<file path="src/rtl/can_pkg.sv">
// rtl/can_pkg.sv - register map, flag positions, FSM states and frame record for the CAN TX sequencer
package can_pkg;

    localparam logic [1:0] RS_ID    = 2'd0;
    localparam logic [1:0] RS_DLCF  = 2'd1;
    localparam logic [1:0] RS_DATA0 = 2'd2;
    localparam logic [1:0] RS_DATA1 = 2'd3;

    localparam int F_ACK    = 11;
    localparam int F_BIT    = 10;
    localparam int F_LOST   = 9;
    localparam int F_RTS    = 8;
    localparam int F_STROBE = 8;

    typedef enum logic [2:0] {
        S_IDLE,
        S_WR_ID,
        S_WR_D0,
        S_WR_D1,
        S_WR_DLC,
        S_GAP,
        S_POLL,
        S_DONE
    } state_t;

    typedef struct packed {
        logic [31:0] id;
        logic [3:0]  dlc;
        logic [31:0] data0;
        logic [31:0] data1;
    } frame_t;

endpackage

</file>
<file path="src/rtl/can_tx_sequencer_if.sv">
// rtl/can_tx_sequencer_if.sv - frame push port and CAN peripheral register port
interface can_tx_sequencer_if;

    logic        push_valid;
    logic        push_ready;
    logic [31:0] push_id;
    logic [3:0]  push_dlc;
    logic [31:0] push_data0;
    logic [31:0] push_data1;

    logic        can_cs;
    logic [1:0]  can_rs;
    logic [3:0]  can_bytesel;
    logic [31:0] can_d;
    logic [31:0] can_q;

    modport master (
        input  push_valid, push_id, push_dlc, push_data0, push_data1, can_q,
        output push_ready, can_cs, can_rs, can_bytesel, can_d
    );

    modport slave (
        output push_valid, push_id, push_dlc, push_data0, push_data1, can_q,
        input  push_ready, can_cs, can_rs, can_bytesel, can_d
    );

endinterface

</file>
<file path="src/rtl/can_frame_fifo.sv">
// rtl/can_frame_fifo.sv - DEPTH-entry frame queue with valid/ready push and pop strobe
module can_frame_fifo
    import can_pkg::*;
#(
    parameter int DEPTH = 2,
    parameter int AW    = $clog2(DEPTH),
    parameter int LW    = $clog2(DEPTH) + 1
) (
    input  logic          clk,
    input  logic          rst_n,
    input  logic          push_valid,
    output logic          push_ready,
    input  frame_t        push_frame,
    input  logic          pop,
    output frame_t        head,
    output logic [LW-1:0] level
);

    frame_t        mem [DEPTH];
    logic [AW-1:0] wr_ptr;
    logic [AW-1:0] rd_ptr;
    logic          do_push;

    // Ready follows the registered level, so a pop while full frees space only next cycle.
    assign push_ready = (level != LW'(DEPTH));
    assign do_push    = push_valid && push_ready;
    assign head       = mem[rd_ptr];

    always_ff @(posedge clk) begin
        if (do_push) begin
            mem[wr_ptr] <= push_frame;
        end
    end

    always_ff @(posedge clk or negedge rst_n) begin
        if (!rst_n) begin
            wr_ptr <= '0;
            rd_ptr <= '0;
            level  <= '0;
        end else begin
            if (do_push) begin
                wr_ptr <= wr_ptr + AW'(1);
            end
            if (pop) begin
                rd_ptr <= rd_ptr + AW'(1);
            end
            level <= level + LW'(do_push) - LW'(pop);
        end
    end

endmodule

</file>
<file path="src/rtl/can_tx_sequencer.sv">
// rtl/can_tx_sequencer.sv - loads queued frames into the CAN peripheral, strobes TX, polls and retries
module can_tx_sequencer
    import can_pkg::*;
#(
    parameter int DEPTH     = 2,
    parameter int MAX_RETRY = 7
) (
    input  logic                   clk,
    input  logic                   rst_n,
    can_tx_sequencer_if.master     bus,
    output logic                   busy,
    output logic [$clog2(DEPTH):0] level,
    output logic                   tx_done,
    output logic                   tx_ok,
    output logic                   tx_giveup
);

    state_t     state_q;
    state_t     state_d;
    logic [2:0] retry_q;
    logic       ack_q;
    logic       bit_q;
    logic       lost_q;
    logic       pop;
    logic       poll_end;
    frame_t     head;
    frame_t     push_frame;
    logic       unused_q;

    assign push_frame = '{id: bus.push_id, dlc: bus.push_dlc,
                          data0: bus.push_data0, data1: bus.push_data1};
    assign unused_q   = ^{bus.can_q[31:12], bus.can_q[7:0]};

    can_frame_fifo #(.DEPTH(DEPTH)) u_fifo (
        .clk        (clk),
        .rst_n      (rst_n),
        .push_valid (bus.push_valid),
        .push_ready (bus.push_ready),
        .push_frame (push_frame),
        .pop        (pop),
        .head       (head),
        .level      (level)
    );

    assign poll_end  = (state_q == S_POLL) && !bus.can_q[F_RTS];
    assign busy      = (state_q != S_IDLE);
    assign tx_done   = (state_q == S_DONE);
    assign tx_ok     = tx_done && ack_q && !bit_q && !lost_q;
    assign tx_giveup = tx_done && lost_q;
    assign pop       = tx_done;

    always_comb begin
        state_d         = state_q;
        bus.can_cs      = 1'b0;
        bus.can_rs      = RS_ID;
        bus.can_bytesel = 4'b0000;
        bus.can_d       = '0;
        case (state_q)
            S_IDLE: begin
                if (level != '0) state_d = S_WR_ID;
            end
            S_WR_ID: begin
                bus.can_cs      = 1'b1;
                bus.can_rs      = RS_ID;
                bus.can_bytesel = 4'b1111;
                bus.can_d       = head.id;
                state_d         = S_WR_D0;
            end
            S_WR_D0: begin
                bus.can_cs      = 1'b1;
                bus.can_rs      = RS_DATA0;
                bus.can_bytesel = 4'b1111;
                bus.can_d       = head.data0;
                state_d         = S_WR_D1;
            end
            S_WR_D1: begin
                bus.can_cs      = 1'b1;
                bus.can_rs      = RS_DATA1;
                bus.can_bytesel = 4'b1111;
                bus.can_d       = head.data1;
                state_d         = S_WR_DLC;
            end
            S_WR_DLC: begin
                // Upper lanes stay off so baud/irq enable in the same register are untouched.
                bus.can_cs      = 1'b1;
                bus.can_rs      = RS_DLCF;
                bus.can_bytesel = 4'b0011;
                bus.can_d       = {23'h0, 1'b1, 4'h0, head.dlc};
                state_d         = S_GAP;
            end
            S_GAP: begin
                state_d = S_POLL;
            end
            S_POLL: begin
                bus.can_cs = 1'b1;
                bus.can_rs = RS_DLCF;
                if (poll_end) begin
                    if (!bus.can_q[F_LOST] || retry_q == 3'(MAX_RETRY)) state_d = S_DONE;
                    else state_d = S_WR_ID;
                end
            end
            S_DONE: begin
                state_d = S_IDLE;
            end
            default: state_d = S_IDLE;
        endcase
    end

    always_ff @(posedge clk or negedge rst_n) begin
        if (!rst_n) begin
            state_q <= S_IDLE;
            retry_q <= '0;
            ack_q   <= 1'b0;
            bit_q   <= 1'b0;
            lost_q  <= 1'b0;
        end else begin
            state_q <= state_d;
            if (poll_end) begin
                ack_q  <= bus.can_q[F_ACK];
                bit_q  <= bus.can_q[F_BIT];
                lost_q <= bus.can_q[F_LOST];
                // Lost arbitration drains the TX shift registers, hence the full reload on retry.
                if (bus.can_q[F_LOST] && retry_q != 3'(MAX_RETRY)) retry_q <= retry_q + 3'd1;
            end
            if (state_q == S_DONE) retry_q <= '0;
        end
    end

endmodule

</file>
<file path="src/flat_wrapper.sv">
// flat-port wrapper written by rule: the top's interface ports become plain ports
module can_tx_sequencer_flat import can_pkg::*;
#(
    parameter int DEPTH     = 2,
    parameter int MAX_RETRY = 7
)
  (clk, rst_n, busy, level, tx_done, tx_ok, tx_giveup, bus_push_valid, bus_push_id, bus_push_dlc, bus_push_data0, bus_push_data1, bus_can_q, bus_push_ready, bus_can_cs, bus_can_rs, bus_can_bytesel, bus_can_d);
  can_tx_sequencer_if bus_i ();
  input  logic clk;
  input  logic rst_n;
  output logic busy;
  output logic [$clog2(DEPTH):0] level;
  output logic tx_done;
  output logic tx_ok;
  output logic tx_giveup;
  input wire logic [$bits(bus_i.push_valid)-1:0] bus_push_valid;
  input wire logic [$bits(bus_i.push_id)-1:0] bus_push_id;
  input wire logic [$bits(bus_i.push_dlc)-1:0] bus_push_dlc;
  input wire logic [$bits(bus_i.push_data0)-1:0] bus_push_data0;
  input wire logic [$bits(bus_i.push_data1)-1:0] bus_push_data1;
  input wire logic [$bits(bus_i.can_q)-1:0] bus_can_q;
  output wire logic [$bits(bus_i.push_ready)-1:0] bus_push_ready;
  output wire logic [$bits(bus_i.can_cs)-1:0] bus_can_cs;
  output wire logic [$bits(bus_i.can_rs)-1:0] bus_can_rs;
  output wire logic [$bits(bus_i.can_bytesel)-1:0] bus_can_bytesel;
  output wire logic [$bits(bus_i.can_d)-1:0] bus_can_d;
  assign bus_i.push_valid = bus_push_valid;
  assign bus_i.push_id = bus_push_id;
  assign bus_i.push_dlc = bus_push_dlc;
  assign bus_i.push_data0 = bus_push_data0;
  assign bus_i.push_data1 = bus_push_data1;
  assign bus_i.can_q = bus_can_q;
  assign bus_push_ready = bus_i.push_ready;
  assign bus_can_cs = bus_i.can_cs;
  assign bus_can_rs = bus_i.can_rs;
  assign bus_can_bytesel = bus_i.can_bytesel;
  assign bus_can_d = bus_i.can_d;
  can_tx_sequencer #(.DEPTH(DEPTH), .MAX_RETRY(MAX_RETRY)) u_core (.clk(clk), .rst_n(rst_n), .bus(bus_i), .busy(busy), .level(level), .tx_done(tx_done), .tx_ok(tx_ok), .tx_giveup(tx_giveup));
endmodule
</file>
<file path="config.mk">
export PLATFORM = sky130hd
export DESIGN_NAME = can_tx_sequencer_flat
export DESIGN_NICKNAME = d
export VERILOG_FILES = /design/src/rtl/can_pkg.sv /design/src/rtl/can_tx_sequencer_if.sv /design/src/rtl/can_frame_fifo.sv /design/src/rtl/can_tx_sequencer.sv /design/src/flat_wrapper.sv
export SDC_FILE = /design/constraint.sdc
export NUM_CORES = 1
export LEC_CHECK = 0
export ABC_AREA = 1
export BUFFER_PORTS_ARGS = -buffer_cell sky130_fd_sc_hd__clkbuf_2
export CAP_MARGIN = 10
export CORE_UTILIZATION = 40
export CTS_BUF_LIST = sky130_fd_sc_hd__clkbuf_8
export DETAILED_ROUTE_END_ITERATION = 6
export GPL_TIMING_DRIVEN = 0
export PLACE_DENSITY_LB_ADDON = 0.05
export SLEW_MARGIN = 0
export SYNTH_ARGS = -nofsm -noshare
export SYNTH_HDL_FRONTEND = slang
export SYNTH_HIERARCHICAL = 1
export SYNTH_SLANG_ARGS = --single-unit
export TNS_END_PERCENT = 50
</file>
<file path="constraint.sdc">
create_clock -name clk -period 6.9 [get_ports clk]
set_input_delay 0.345 -clock clk [delete_from_list [all_inputs] [get_ports clk]]
set_output_delay 0.345 -clock clk [all_outputs]
set_load 0.02 [all_outputs]
</file>
==> summary.md, run 1 <==
| Metric | Value |
|---|---|
| Area Overhead vs Synth | `28.1%` |
| Routed vias/inst | `4.76` |
| Post-CTS Setup Inserts | `0` |
| Worst-path clk slew | `0.06 ns` |
| GR Util All Layers | `17.3%` |
| Top cells by area, synth | `edfxtp_1 66%, mux2_4 15%, nand2_1 5.6%` |
| Post-DP HPWL | `13300 um` |
| CP required | `6.55 ns` |
| Gpl congestion | `0.784` |
| Syn Nets | `723` |
| Max Cap Violations | `0` |
| Power Density | `422 nW/um^2` |
| First-pass GRT wire length | `31100 um` |
| Initial antenna violation count | `0` |
| Leak pwr | `4.94 nW` |
| Post-synthesis cell area | `9150 sq um` |
| Cts bufs inserted | `38` |
| Boundary pin count | `181` |
| Core area | `22100 sq um` |
| DRT iter0 DRCs | `169` |
| Die area | `23500 sq um` |
| Final Hold Viols | `0` |
| Largest family of logic cells by synthesized area | `multiplexers` |
| Worst vdd ir | `174 uV` |
| Critical-path cell list | `inv_2 > nand3_1 > inv_2 > buf_2 > nand2_1 > nand3_1 > clkbuf_2` |
| Final Core Density | `53.0%` |
| Gr ovfl total | `0` |
| Crit path from | `u_core/state_q[0]` |
| Highest Signal Layer | `met4` |
| WS Path Type | `reg2out` |
| CP delay by family, top | `buffers and inverters` |
| Commonest non-fill, non-tap cells in the layout | `200 x edfxtp_1, 152 x clkbuf_2, 136 x nand2_1` |
| Starting Density | `41.4%` |
| Setup WS post-layout | `4.35 ns` |
| Cells after synthesis | `585` |
| Slew headroom | `51.2%` |
| Met1 WL | `8820 um` |
| Setup-failing EPs final | `0` |
| Type of the worst min-delay path | `in2reg` |
| Layout cells sized above 1 | `38.3%` |
| Crit Path Max Fanout | `10` |
| Worst Path Buf+Inv | `4` |
| Worst Skew | `0.0184 ns` |
| Post-synthesis adder-cell area fraction | `0.410%` |
| Sink Count | `213` |
| Worst skew pair latency | `0.51 ns` |
| Routed len/inst | `17.1 um` |
| DRC viols | `0` |
| Final slew viol count | `0` |
| Distinct cells, synth | `23` |
| Average size of a mapped cell | `15.6 sq um` |
| RSZ-0062 raised after global routing | `false` |
| Tightest Pin Transition | `0.730 ns` |
| Most common cell after layout, fill and taps aside | `edfxtp_1` |
| CP arrival | `2.20 ns` |
| Number of port buffers | `152` |
| Die Height | `153 um` |
| Antenna viol nets, final | `0` |
| FF-to-FF setup slack | `4.68 ns` |
| Max incr delay on CP | `0.44 ns` |
| CTS max path bufs | `3` |
| Vias | `5491` |
| Synth top area share | `65.7%` |
| Synth Area in Compound Gates | `0.219%` |
| Outcome | `completed` |
| Power, Total | `4.95 mW` |
| Dpl ws | `4.65 ns` |
| Final nets | `986` |
| Routed wire length | `19700 um` |
| CTS tree | `yes` |
| R2R Path Start | `u_core/u_fifo/level[0]` |
| Worst R2R End | `u_core/u_fifo/mem[1][56]` |
| Crit path launch type | `flop` |
| Sequential cell area fraction in the yosys report | `69.2%` |
| Post-Synth XOR/XNOR Area | `0.0958%` |
| H-tree levels | `2` |
| Synthesized flop and latch total | `213` |
| CTS resizes | `0` |
| Inserted Diodes | `0` |
| Fmax | `0.393 GHz` |
| Mux share of post-synthesis cell area | `16.0%` |
| Final period util | `36.9%` |
| Cell Rows | `54` |
| Root Driver | `clkbuf_8` |
| Largest net degree at the start of global routing | `32` |
| Routed wire length on met2 | `9540 um` |
| Vias in the first global route | `5891` |
| Ys Warns | `6` |
| Critical path endpoint category | `output pin` |
| Post-Synth Simple-Gate Area | `9.78%` |
| Fin crit period | `2.55 ns` |
| Biggest area consumer among synthesized cells | `edfxtp_1` |
| CP Capture Point | `bus_can_d[30]` |
| R2R depth | `6` |
| Hold path depth | `1` |
| Die Wd | `153 um` |
| Crit-path slowest cell | `dfrtp_1` |
| Met3 wire len | `928 um` |
| CP Depth | `7` |
| DRT Pass-1 Iters | `5` |
[per-stage QoR]
stage | hold WS, ns | cell area, sq um | setup TNS, ns | cells
after floorplan | 0.0494 | 9150 | 0 | 585
after global placement | 0.254 | 10300 | -221.21 | 1017
after detailed placement | 0.264 | 10400 | 0 | 1024
after CTS | 0.000155 | 11700 | 0 | 1153
after global routing | 0.00564 | 11700 | 0 | 1153
final | 0.0339 | 11700 | 0 | 1153
[worst min path at each step]
stage                    startpoint                        to  slack [ns]
finish              bus_push_id[29]  u_core/u_fifo/mem[0][97]        0.03
global route        bus_push_id[23]  u_core/u_fifo/mem[0][91]       0.006
CTS                  bus_push_id[9]  u_core/u_fifo/mem[1][77]      0.0002
detailed placement            rst_n    u_core/u_fifo/level[1]        0.26
global placement              rst_n    u_core/u_fifo/level[1]        0.25
floorplan                     rst_n              u_core/ack_q        0.05
[sequential cells by signal, summed over array words and instances (netlist names)]
signal	count
u_core/u_fifo/mem	200
u_core/retry_q	3
u_core/state_q	3
u_core/u_fifo/level	2
u_core/ack_q	1
u_core/bit_q	1
u_core/lost_q	1
u_core/u_fifo/rd_ptr	1
u_core/u_fifo/wr_ptr	1
[timing repair]
action,in CTS,in global routing
hold buffers,64,0
endpoints found under the hold margin,137,0
setup endpoints to repair,0,0
[area by class of cell]
type / instances / area [sq um]
buffer: 25 / 282
clock buffer: 41 / 564
clock inverter: 24 / 95.1
fill: 1904 / 10400
inverter: 29 / 109
multi-input combinational: 318 / 2440
sequential: 213 / 6330
tap: 280 / 350
timing repair buffer: 223 / 1550
[power by group]
group          switching [mW]  internal [mW]  total (mW)
logic                    1.16          0.906        2.07
clock network           0.492          0.542        1.03
registers              0.0861           1.76        1.85
total                    1.74           3.21        4.95
[logic make-up after synthesis]
group / after synthesis
xor+xnor: 1
flops: 213
compound gates: 4
mux: 100
simple gates: 210
buf+inv: 54
fa+ha+maj: 3
[metal layers]
layer  up-vias  track usage [%]
met5         -                0
met4         0             5.77
met3        36             3.63
met2       145             29.3
met1      2651             22.1
li1       2659                -
[cell usage after synthesis]
master / instances
edfxtp_1: 200
nand2_1: 136
mux2_4: 90
nand3_1: 44
inv_1: 23
dfrtp_1: 13
nand4_1: 13
nor2_1: 13
mux2_2: 10
buf_12: 9
buf_2: 6
inv_2: 6
buf_4: 5
clkbuf_1: 3
ha_1: 3
a21oi_1: 2
buf_6: 2
o21ai_0: 2
nand3_2: 1
nand3b_1: 1
nor2_4: 1
nor3_1: 1
xor2_1: 1
[worst register-to-register path: cells and delay by family (launching register included)]
kind                   cells  cell delay, ns
buffers and inverters      3            0.58
flip-flops                 1            0.40
AND/OR/NAND/NOR            3            0.92
No activity file was read; power rests on OpenSTA's default activity.
==> inputs of run 2 (changes only) <==
==> constraint.sdc (replaced) <==
create_clock -name clk -period 2.2 [get_ports clk]
set_input_delay 0.11 -clock clk [delete_from_list [all_inputs] [get_ports clk]]
set_output_delay 0.11 -clock clk [all_outputs]
set_load 0.02 [all_outputs]
==> run 2 against run 1 <==
Against the previous run: first-iteration DRC count grew 72%; worst setup slack worse by 4.3 ns; design area is 5.8% higher; die area is the same; sequential share of layout area decreased by 2.9 points; flip-flop and latch count did not move; register-to-register slack got worse by 4.6 ns; critical path type unchanged; largest power group unchanged; highest routed layer unchanged.
==> summary.md, run 2 (synthesis gave the netlist of run 1 again) <==
| Metric | Value |
|---|---|
| Outcome | `completed` |
| Power Density | `1310 nW/um^2 (+210%)` |
| DRT iter0 DRCs | `290 (+72%)` |
| Crit-path slowest cell | `dfrtp_1` |
| Commonest non-fill, non-tap cells in the layout | `200 x edfxtp_1, 145 x clkbuf_2, 133 x nand2_1` |
| Crit path from | `u_core/u_fifo/rd_ptr` |
| Final period util | `97.1%` |
| R2R depth | `5 (-1)` |
| Dpl ws | `-0.00923 ns (-4.66 ns)` |
| Fin crit period | `2.14 ns` |
| Die Height | `153 um (unchanged)` |
| Leak pwr | `5.22 nW (+5.6%)` |
| Max incr delay on CP | `0.41 ns (-0.03 ns)` |
| FF-to-FF setup slack | `0.12 ns (-4.56 ns)` |
| Most common cell after layout, fill and taps aside | `edfxtp_1` |
| Gr ovfl total | `0 (unchanged)` |
| Inserted Diodes | `0 (unchanged)` |
| Number of port buffers | `152 (unchanged)` |
| Critical path endpoint category | `output pin` |
| Root Driver | `clkbuf_8` |
| CP delay by family, top | `buffers and inverters` |
| Worst R2R End | `u_core/u_fifo/mem[0][21]` |
| DRC viols | `0 (unchanged)` |
| Cell Rows | `54 (unchanged)` |
| CP dominant cell by count | `buf_12` |
| CP Depth | `7 (unchanged)` |
| Routed vias/inst | `4.73 (-0.77%)` |
| Starting Density | `41.4% (unchanged)` |
| Critical-path cell list | `buf_12 > buf_4 > buf_12 > mux2_4 > nand2_1 > nand3_1 > clkbuf_2` |
| CTS max path bufs | `3 (unchanged)` |
| Die area | `23500 sq um (unchanged)` |
| H-tree levels | `2 (unchanged)` |
| Post-DP HPWL | `12900 um (-2.6%)` |
| Clk pwr share | `21.5% (+0.6 points)` |
| Type of the worst min-delay path | `in2async` |
| Setup WS post-layout | `0.0635 ns (-4.29 ns)` |
| RSZ-0062 raised after global routing | `true` |
| GR Util All Layers | `17.3% (+0.033 points)` |
| Die Wd | `153 um (unchanged)` |
| Setup-failing EPs final | `0 (unchanged)` |
| R2R Path Start | `u_core/u_fifo/level[1]` |
| Power, Total | `16.2 mW (+230%)` |
| Worst Path Buf+Inv | `4 (unchanged)` |
| Sink Count | `213 (unchanged)` |
| First-pass GRT wire length | `31100 um (+0.14%)` |
| Flop pwr share | `35.9% (-1.4 points)` |
| Final slew viol count | `0 (unchanged)` |
| Worst Skew | `0.0173 ns (-0.00105 ns)` |
| Core area | `22100 sq um (unchanged)` |
| CTS tree | `yes` |
| Routed len/inst | `16.6 um (-2.9%)` |
| Routed wire length | `20100 um (+1.9%)` |
| CP required | `2.09 ns (-4.46 ns)` |
| Vias | `5718 (+4.1%)` |
| Int Power | `10.6 mW (+230%)` |
| Layout cells sized above 1 | `38.4% (+0.13 points)` |
| Top flop regs | `u_core/u_fifo/mem x200, u_core/retry_q x3, u_core/state_q x3` |
| Vias in the first global route | `5966 (+1.3%)` |
| Worst vdd ir | `602 uV (+250%)` |
| Area Overhead vs Synth | `35.6%` |
| Fin Hold WS | `0.0357 ns (+0.00178 ns)` |
| Gpl congestion | `0.764 (-2.6%)` |
| Final Hold Viols | `0 (unchanged)` |
| Net switching power | `5.61 mW (+220%)` |
| Largest net degree at the start of global routing | `32 (unchanged)` |
| Biggest register | `u_core/u_fifo/mem` |
| Antenna viol nets, final | `0 (unchanged)` |
| Max reg flops | `200 (unchanged)` |
| Boundary pin count | `181 (unchanged)` |
| Switching Share | `34.7% (-0.49 points)` |
| Tightest Pin Transition | `0.770 ns (+0.0406 ns)` |
| Crit Path Max Fanout | `10 (unchanged)` |
| Worst-path clk slew | `0.06 ns (about the same)` |
| Worst skew pair latency | `0.53 ns (+0.02 ns)` |
| Max Cap Violations | `0 (unchanged)` |
| Final nets | `1039 (+5.4%)` |
| Slew headroom | `48.5% (-2.7 points)` |
| # fillers | `1840 (-3.4%)` |
| WS Path Type | `reg2out` |
| DRT Pass-1 Iters | `4 (-1)` |
| Combinational share of power | `42.6% (+0.8 points)` |
| CP arrival | `2.03 ns (-0.17 ns)` |
| Fmax | `0.468 GHz` |
| Cts bufs inserted | `38 (unchanged)` |
| Crit path launch type | `flop` |
| CP Capture Point | `bus_can_d[18]` |
| Initial antenna violation count | `0 (unchanged)` |
[run 2: cell count changes in the layout (fill, tap and decap cells not counted), sizes merged]
cell / previous run / this run
dlygate4sd3: 64 / 109
clkinv: 10 / 15
buf: 29 / 42
bufinv: 0 / 2
nor2: 14 / 15
clkbuf: 196 / 188
clkinvlp: 1 / 0
[run 2: power groups by stage]
stage	combinational [mW]	sequential, mW	clock, mW
final	6.89	5.81	3.48
after global routing	7.41	5.89	3.79
after CTS	6.70	5.80	3.63
after detailed placement	6.47	5.88	0
after global placement	6.24	5.92	0
after floorplan	4.56	5.87	0
[run 2: through the flow]
stage / cell area (sq um) / util [%] / std cells / setup TNS [ns]
3_5_place_dp: 10400 / 47.2 / 1023 / -0.136
4_1_cts: 12300 / 55.5 / 1203 / 0
5_1_grt: 12400 / 56.1 / 1210 / -0.0420
6_report: 12400 / 56.1 / 1210 / 0
2_1_floorplan: 9180 / - / 585 / -79.91
3_3_place_gp: 10300 / 46.6 / 1017 / -246.94
[run 2: layout make-up]
type	count	area [sq um]	area share (%)
Timing Repair Buffer	275	2090	16.9
Inverter	29	119	0.959
Tap cell	280	350	2.83
Clock inverter	30	185	1.49
Multi-Input combinational cell	319	2470	19.9
Sequential cell	213	6330	51.1
Clock buffer	39	537	4.33
Buffer	25	312	2.51
[run 2: routing by layer]
layer / wire (um) / vias up / GRT usage, % / part of all wire, %
li1: - / 2768 / - / -
met1: 8950 / 2755 / 22.1 / 45
met2: 9680 / 161 / 29.2 / 48
met3: 1090 / 34 / 3.91 / 5.4
met4: 358 / 0 / 5.77 / 1.8
met5: 0 / - / 0 / 0
[run 2: how the worst min path moves through the flow]
stage / from / to / slack (ns) / depth (start not counted)
final: rst_n / u_core/u_fifo/wr_ptr / 0.04 / 2
after global routing: rst_n / u_core/u_fifo/wr_ptr / 0.05 / 2
after CTS: rst_n / u_core/u_fifo/level[0] / 0.008 / 2
after detailed placement: rst_n / u_core/bit_q / 0.04 / 1
after global placement: rst_n / u_core/bit_q / 0.02 / 1
after floorplan: rst_n / u_core/ack_q / -0.19 / 0
[run 2: repair_timing]
| item | in CTS | in global routing |
|---|---|---|
| gates cloned | 0 | 2 |
| hold buffers | 109 | 0 |
| hold endpoints to repair | 224 | 0 |
| setup buffers | 2 | 5 |
| gates resized for setup | 6 | 21 |
| endpoints found under the setup margin | 25 | 48 |
| pin swaps | 2 | 2 |
==> inputs of run 3 (changes only) <==
--- a/config.mk
+++ b/config.mk
@@ -6,9 +6,9 @@
 export NUM_CORES = 1
 export LEC_CHECK = 0
 export ABC_AREA = 1
-export BUFFER_PORTS_ARGS = -buffer_cell sky130_fd_sc_hd__clkbuf_2
+export BUFFER_PORTS_ARGS = -buffer_cell sky130_fd_sc_hd__buf_2
 export CAP_MARGIN = 10
-export CORE_UTILIZATION = 40
+export CORE_UTILIZATION = 35
 export CTS_BUF_LIST = sky130_fd_sc_hd__clkbuf_8
 export DETAILED_ROUTE_END_ITERATION = 6
 export GPL_TIMING_DRIVEN = 0
==> constraint.sdc (replaced) <==
create_clock -name clk -period 2.4 [get_ports clk]
set_input_delay 0.12 -clock clk [delete_from_list [all_inputs] [get_ports clk]]
set_output_delay 0.12 -clock clk [all_outputs]
set_load 0.02 [all_outputs]
==> run 3 against run 2 <==
Against the previous run: worst setup slack gained 0.074 ns; first-iteration DRC count shrank 12%; worst hold slack is essentially flat; sequential power shrank 8.6%; register-to-register slack gained 0.27 ns; flip-flop and latch count is the same.
==> summary.md, run 3 (synthesis gave the netlist of run 1 again) <==
| Metric | Value |
|---|---|
| Cell Count, Final, Fillers Out | `1254 (+3.6%)` |
| Max reg flops | `200 (unchanged)` |
| Worst skew pair latency | `0.51 ns (-0.02 ns)` |
| CTS max path bufs | `3 (unchanged)` |
| Sink Count | `213 (unchanged)` |
| Final slew viol count | `0 (unchanged)` |
| CP arrival | `2.14 ns (+0.11 ns)` |
| Routed wire length | `20600 um (+2.5%)` |
| GR Util All Layers | `15.7% (-1.7 points)` |
| Worst-path clk slew | `0.06 ns (about the same)` |
| Number of port buffers | `152 (unchanged)` |
| WS Path Type | `reg2out` |
| Biggest register | `u_core/u_fifo/mem` |
| Crit-path slowest cell | `dfrtp_1` |
| Worst Path Buf+Inv | `4 (unchanged)` |
| # fillers | `2309 (+25%)` |
| Slew headroom | `52.9% (+4.4 points)` |
| Tightest Pin Transition | `0.704 ns (-0.0660 ns)` |
| Fin Hold WS | `0.0361 ns (+0.000445 ns)` |
| Post-DP HPWL | `13900 um (+7.5%)` |
| Fin crit period | `2.26 ns` |
| Die Wd | `164 um (+6.8%)` |
| Critical-path cell list | `buf_4 > inv_2 > nand2_1 > nor2_4 > buf_4 > nand2_1 > nand3_1 > buf_2` |
| Gpl congestion | `0.759 (-0.58%)` |
| Critical path endpoint category | `output pin` |
| CP delay by family, top | `buffers and inverters` |
| Root Driver | `clkbuf_8` |
| Post-Place Cells | `1075 (+5.1%)` |
| Commonest non-fill, non-tap cells in the layout | `200 x edfxtp_1, 156 x buf_2, 134 x nand2_1` |
| Crit path launch type | `flop` |
| Area Overhead vs Synth | `34.6%` |
| Final Hold Viols | `0 (unchanged)` |
| Top flop regs | `u_core/u_fifo/mem x200, u_core/retry_q x3, u_core/state_q x3` |
| Crit Path Max Fanout | `10 (unchanged)` |
| Die area | `26800 sq um (+14%)` |
| Vias in the first global route | `5939 (-0.45%)` |
| First-pass GRT wire length | `31600 um (+1.6%)` |
| Leak pwr | `5.16 nW (-1.1%)` |
| Vias | `5629 (-1.6%)` |
| CP required | `2.28 ns (+0.19 ns)` |
| Gr ovfl total | `0 (unchanged)` |
| Antenna viol nets, final | `0 (unchanged)` |
| Post-CTS Setup Inserts | `0 (-2)` |
| Outcome | `completed` |
| Worst vdd ir | `752 uV (+25%)` |
| Max Cap Violations | `0 (unchanged)` |
| Final period util | `94.3%` |
| Max incr delay on CP | `0.36 ns (-0.05 ns)` |
| DRC viols | `0 (unchanged)` |
| Routed vias/inst | `4.49 (-5.0%)` |
| Type of the worst min-delay path | `in2async` |
| Cts bufs inserted | `39 (+2.6%)` |
| Fmax | `0.442 GHz` |
| Core area | `25400 sq um (+15%)` |
| CTS tree | `yes` |
| CP Depth | `8 (+1)` |
| DRT Pass-1 Iters | `4 (unchanged)` |
| Largest net degree at the start of global routing | `32 (unchanged)` |
| Routed len/inst | `16.4 um (-1.1%)` |
| Boundary pin count | `181 (unchanged)` |
| R2R depth | `5 (unchanged)` |
| Power Density | `1170 nW/um^2 (-10%)` |
| Die Height | `164 um (+6.8%)` |
| DRT iter0 DRCs | `254 (-12%)` |
| Most common cell after layout, fill and taps aside | `edfxtp_1` |
| Layout cells sized above 1 | `37.1% (-1.3 points)` |
| Final nets | `1032 (-0.67%)` |
| H-tree levels | `2 (unchanged)` |
| Worst Skew | `0.0142 ns (-0.00315 ns)` |
| Setup-failing EPs final | `0 (unchanged)` |
| Cell Rows | `58 (+7.4%)` |
| Starting Density | `36.0% (-5.4 points)` |
| Initial antenna violation count | `2 (+2)` |
-- run 3: metrics by stage --
stage	area [sq um]	utilization, %	power [mW]	setup TNS [ns]	setup slack (ns)
6_report	12300	48.5	14.4	0	0.137
5_1_grt	12300	48.5	15.2	-0.00580	-0.00580
4_1_cts	12300	48.4	14.7	0	0.0521
3_5_place_dp	10500	41.5	11.4	0	0.350
3_3_place_gp	10400	40.8	11.2	-223.86	-1.14
2_1_floorplan	9180	-	9.56	-39.71	-0.213
-- run 3: timing repair --
action / CTS / global route
hold buffers: 108 / 0
endpoints found under the setup margin: 0 / 18
hold endpoints to repair: 224 / 0
gates resized for setup: 0 / 3
-- run 3: where the power goes --
group / leakage (nW) / total, mW / switching (mW) / internal, mW
clock network: 0.412 / 2.99 / 1.42 / 1.57
logic: 2.73 / 6.09 / 3.35 / 2.73
registers: 2.01 / 5.31 / 0.249 / 5.06
total: 5.16 / 14.4 / 5.02 / 9.37
-- run 3: path summary, 6_finish.rpt --
path                                         from                  endpoint  slack, ns
max                             u_core/state_q[1]             bus_can_d[27]       0.14
min                                         rst_n         u_core/state_q[2]       0.04
max reg2reg                u_core/u_fifo/level[1]  u_core/u_fifo/mem[1][93]       0.39
min reg2reg                     u_core/retry_q[1]         u_core/retry_q[1]       0.48
max in group asynchronous                   rst_n    u_core/u_fifo/level[1]       2.10
min in group clk               bus_push_data1[22]  u_core/u_fifo/mem[0][22]       0.32
-- run 3: routing by layer --
| metal | track usage, % | vias to the layer above | wire (um) |
|---|---|---|---|
| li1 | - | 2750 | - |
| met1 | 19.1 | 2699 | 8930 |
| met2 | 27.0 | 136 | 10100 |
| met3 | 3.58 | 44 | 1050 |
| met4 | 5.56 | 0 | 487 |
| met5 | 0 | - | 0 |
-- run 3: cell type report --
class | count | area (sq um) | share of cell area [%]
tap | 330 | 413 | 3.35
inverter | 29 | 111 | 0.905
clock inverter | 28 | 110 | 0.894
clock buffer | 41 | 564 | 4.58
buffer | 25 | 287 | 2.33
antenna | 2 | 5.00 | 0.0407
sequential | 213 | 6330 | 51.4
timing repair buffer | 268 | 2030 | 16.5
multi-input combinational | 318 | 2450 | 19.9
